==> src/rtl/module_guess_entry.sv <==
// Guess entry: captures Sw on Enter, emits registered (guess - secret) diff; Btn_set reprograms the secret.
// Latency: Diff/Diff_valid update 4 edges after a press is first sampled; Diff_valid lasts SHOW_CYCLES.
// No backpressure: button edges outside IDLE are dropped. Optional lockout under GUESS_LOCKOUT_EN.
module module_guess_entry #(
  parameter logic [3:0] SECRET_INIT = 4'd5,
  parameter int         SHOW_CYCLES = 8,
  parameter int         MAX_TRIES   = 3,
  parameter int         LOCK_CYCLES = 16
) (
  input  logic       clk,
  input  logic       rst_n,
  input  logic [3:0] Sw,
  input  logic       Btn_enter,
  input  logic       Btn_set,
  output logic [4:0] Diff,
  output logic       Diff_valid,
  output logic       Match,
  output logic       Locked,
  output logic [2:0] Tries
);

  localparam int CNT_MAX = (SHOW_CYCLES > LOCK_CYCLES) ? SHOW_CYCLES : LOCK_CYCLES;
  localparam int CW      = $clog2(CNT_MAX + 1);

  if (SHOW_CYCLES < 1 || LOCK_CYCLES < 1 || MAX_TRIES < 1 || MAX_TRIES > 7) begin : g_bad_params
    $error("module_guess_entry: SHOW_CYCLES/LOCK_CYCLES must be >=1 and MAX_TRIES 1..7");
  end

  typedef enum logic [1:0] {
    IDLE = 2'd0,
    EVAL = 2'd1,
    SHOW = 2'd2,
    LOCK = 2'd3
  } state_t;

  state_t        state;
  logic [3:0]    secret;
  logic [3:0]    guess;
  logic [CW-1:0] cnt;

  logic enter_s1, enter_s2, enter_prev, enter_edge;
  logic set_s1, set_s2, set_prev, set_edge;

  // Edge pulses are registered so a press first sampled at edge N is seen by the FSM after edge N+2.
  always_ff @(posedge clk or negedge rst_n) begin
    if (!rst_n) begin
      enter_s1   <= 1'b0;
      enter_s2   <= 1'b0;
      enter_prev <= 1'b0;
      enter_edge <= 1'b0;
      set_s1     <= 1'b0;
      set_s2     <= 1'b0;
      set_prev   <= 1'b0;
      set_edge   <= 1'b0;
    end else begin
      enter_s1   <= Btn_enter;
      enter_s2   <= enter_s1;
      enter_prev <= enter_s2;
      enter_edge <= enter_s2 & ~enter_prev;
      set_s1     <= Btn_set;
      set_s2     <= set_s1;
      set_prev   <= set_s2;
      set_edge   <= set_s2 & ~set_prev;
    end
  end

  always_ff @(posedge clk or negedge rst_n) begin
    if (!rst_n) begin
      state      <= IDLE;
      secret     <= SECRET_INIT;
      guess      <= 4'd0;
      cnt        <= '0;
      Diff       <= 5'b10000;
      Diff_valid <= 1'b0;
      Match      <= 1'b0;
      Locked     <= 1'b0;
      Tries      <= 3'd0;
    end else begin
      Match <= 1'b0;
      case (state)
        IDLE: begin
          // Enter wins over a coincident set edge; the set edge is lost.
          if (enter_edge) begin
            guess <= Sw;
            state <= EVAL;
          end else if (set_edge) begin
            secret <= Sw;
            Tries  <= 3'd0;
          end
        end
        EVAL: begin
          Diff       <= {1'b0, guess} - {1'b0, secret};
          Diff_valid <= 1'b1;
          cnt        <= CW'(SHOW_CYCLES - 1);
          state      <= SHOW;
          if (guess == secret) begin
            Match <= 1'b1;
            Tries <= 3'd0;
          end else begin
`ifdef GUESS_LOCKOUT_EN
            Tries <= Tries + 3'd1;
`else
            Tries <= 3'd0;
`endif
          end
        end
        SHOW: begin
          if (cnt == '0) begin
            Diff_valid <= 1'b0;
`ifdef GUESS_LOCKOUT_EN
            if (Tries == 3'(MAX_TRIES)) begin
              Locked <= 1'b1;
              cnt    <= CW'(LOCK_CYCLES - 1);
              state  <= LOCK;
            end else begin
              state <= IDLE;
            end
`else
            state <= IDLE;
`endif
          end else begin
            cnt <= cnt - CW'(1);
          end
        end
`ifdef GUESS_LOCKOUT_EN
        LOCK: begin
          if (cnt == '0) begin
            Locked <= 1'b0;
            Tries  <= 3'd0;
            state  <= IDLE;
          end else begin
            cnt <= cnt - CW'(1);
          end
        end
`endif
        default: begin
          Locked     <= 1'b0;
          Diff_valid <= 1'b0;
          state      <= IDLE;
        end
      endcase
    end
  end

endmodule

==> config.mk <==
export PLATFORM = sky130hd
export DESIGN_NAME = module_guess_entry
export DESIGN_NICKNAME = d
export VERILOG_FILES = /design/src/rtl/module_guess_entry.sv
export SDC_FILE = /design/constraint.sdc
export NUM_CORES = 1
export LEC_CHECK = 0
export ABC_CLOCK_PERIOD_IN_PS = 3100
export BUFFER_PORTS_ARGS = -buffer_cell sky130_fd_sc_hd__buf_2
export CAP_MARGIN = 30
export CORE_ASPECT_RATIO = 1.1
export CORE_MARGIN = 8
export CORE_UTILIZATION = 25
export DETAILED_ROUTE_END_ITERATION = 12
export PLACE_DENSITY_LB_ADDON = 0.08
export SYNTH_ARGS = -nofsm -noshare
export SYNTH_HDL_FRONTEND = slang
export SYNTH_SLANG_ARGS = --single-unit
==> constraint.sdc <==
create_clock -name clk -period 3.1 [get_ports clk]
set_input_delay 0.465 -clock clk [delete_from_list [all_inputs] [get_ports clk]]
set_output_delay 0.465 -clock clk [all_outputs]
set_load 0.005 [all_outputs]
==> impl_metrics.ini <==
[outcome]
status = complete, no violations

[critical_path]
arrival_ns = 1.91
worstSetupPathType = reg2reg
end_kind = register
cp.required_ns = 3.32
cp_max_fo = 12
start_kind = register
cp_cell_sequence = nand2b_1 > or4_1 > nand3_1
critPathSlowestCell = or4_1
critPathMaxStageDelay_ns = 0.58

[logic_synthesis]
syn_inst = 116
synth_top_area_share_pct = 49.6
ys_ff_latch = 30
synth_edf_count = 0
yosysWarnings = 0
synthArstFlopShare_pct = 100
yosysSeqAreaShare_pct = 55.4
netlist_area_mm2 = 0.00136
synth_top_area_cell = dfrtp_1
yosysMostFrequentCell = dfrtp_1
syn_area_per_cell_um2 = 11.7
synth.top_cells.by_area = dfrtp_1 (50%), dfstp_2 (5.8%), ha_1 (4.6%)
synth_cell_type_count = 39
synth_commonest_cells = dfrtp_1 (27), nand2_1 (13), inv_1 (9), o21ai_0 (7), nor2_1 (6)
ys.flop_type = dfrtp_1

[global_routing]
grt_start_max_net_pins = 31
antenna_found_initial = 0
track_usage_pct = 7.29
grt_pass1_vias = 918
grt_first_pass_wirelength_um = 4490
grt-ovfl-total = 0

[timing]
min_period_ns = 1.70
drv_slew = 0
finalSetupViolations = 0
clock-skew-final_ns = 0.00366
period_share_pct = 54.7
rsz0062_at_grt = false
fmaxAchievable_mhz = 590
tightest_slew_ns = 0.684
hold_viol = 0
relSlewSlack_pct = 54.4
setup_tns_ns = 0
finalWorstSetupSlack_ns = 1.40
hold_ws_ns = 0.225

[pwr]
power_density_mw_per_mm2 = 945
finalPower_w = 0.00149
ir_drop_mv = 0.325
p_leak_nw = 0.712

[clock_network]
cts_sinks = 30
cts_root_buf = clkbuf_8
tritoncts = yes
cts_setup_buffers = 0
cts.clk_slew.worst_paths_ns = 0.06
clk_path_buf_depth = 2
h-tree-depth = 2
cts_hold_buf = 0
cts-resized-gates = 0
clk_latency_ns = 0.28
cts_buffers = 5

[place]
globalplace.congestion = 0.759
portBuffers = 14
dpl_worst_slack_ns = 1.40
hpwl_um = 1890

[final_layout]
multi_input_area_um2 = 531
nFillCells = 583
fin_nets = 147
drive_gt1_share_pct = 24.6
register_area_um2 = 754
final_core_util_pct = 29.6
diodes = 0
area_growth_syn_to_layout_pct = 15.6

[die]
ioPinCount = 19
start_util_pct = 25.6
coreArea_mm2 = 0.00533
die_w_um = 86.4
die_area_mm2 = 0.00807
die_height_um = 93.4
row_count = 28

[drt]
wirelength_um = 2600
ant_nets = 0
viasPerCell = 4.09
drt_iter0_drc = 25
drcViolationCount = 0
route.vias.total = 854
first_pass_iters = 4
wl_per_cell_um = 12.4

[min_path]
min_path_type = in2async

[run]
cap_violations = 0
worst max-delay path: cells and delay by family, from the launching register on:
kind | cells | cell delay, ns
flip-flops | 1 | 0.55
AND/OR/NAND/NOR | 3 | 1.08
layout make-up:
type,count,area share [%]
Clock inverter,1,0.318
Multi-Input combinational cell,73,33.7
Clock buffer,7,5.48
Tap cell,75,5.96
Inverter,9,2.15
Sequential cell,30,47.9
Timing Repair Buffer,14,4.45
through the flow:
stage,area [um^2],instances
2_1_floorplan,1370,119
3_3_place_gp,1480,201
3_5_place_dp,1480,201
4_1_cts,1570,209
5_1_grt,1570,209
6_report,1570,209
routing by layer:
| layer | vias to the layer above | global-route usage [%] | wire length (um) |
|---|---|---|---|
| met4 | 0 | 3.88 | 46 |
| met3 | 5 | 2.63 | 106 |
| met1 | 409 | 8.83 | 1230 |
| met2 | 15 | 11.0 | 1210 |
| met5 | - | 0 | 0 |
| li1 | 425 | - | - |
report_power, final:
part | internal [W] | leakage [nW] | switching, W
sequential | 0.000532 | 0.362 | 0.000103
clock | 0.000179 | 0.0482 | 0.000142
combinational | 0.000256 | 0.301 | 0.000276
registers in the layout (all words and copies together) (netlist names), 2 cells and up:
register  count
Diff          5
secret        4
cnt           5
guess         4
state         2
cell usage in the layout, fill, tap and decap left out, types with 2 or more instances in the layout:
master	n
o21ai_0	7
nor2_1	6
nor2b_1	5
inv_1	9
nor3_1	2
nand2b_1	3
nand2_1	13
buf_2	14
dfrtp_1	27
ha_1	5
conb_1	4
dfstp_2	3
mux2_2	3
clkbuf_8	6
mux2i_1	2
final timing paths:
kind	startpoint	endpoint	slack, ns	cells after the start
worst max register to register	state[1]$_DFFE_PN0P_	Diff[3]$_DFFE_PN0P_	1.40	3
worst min register to register	set_s1$_DFF_PN0_	set_s2$_DFF_PN0_	0.35	0
worst max-delay path	state[1]$_DFFE_PN0P_	Diff[3]$_DFFE_PN0P_	1.40	3
max in group asynchronous	rst_n	cnt[2]$_DFFE_PN0P_	2.43	1
worst min-delay path	rst_n	Match$_DFF_PN0_	0.22	1
min in group clk	Btn_set	set_s1$_DFF_PN0_	0.29	1
cells by family (layout without fill, tap and decap cells):
logic type,after synthesis,in the layout,share of synthesized area (%)
compound gates,17,17,8.92
fa+ha+maj,6,6,6.07
simple gates,39,39,17.2
flops,30,30,55.4
xor+xnor,1,1,0.643
mux,6,6,5.05
other cells,1,4,0.275
buf+inv,16,31,6.43
No activity file was read; power rests on OpenSTA's default activity.
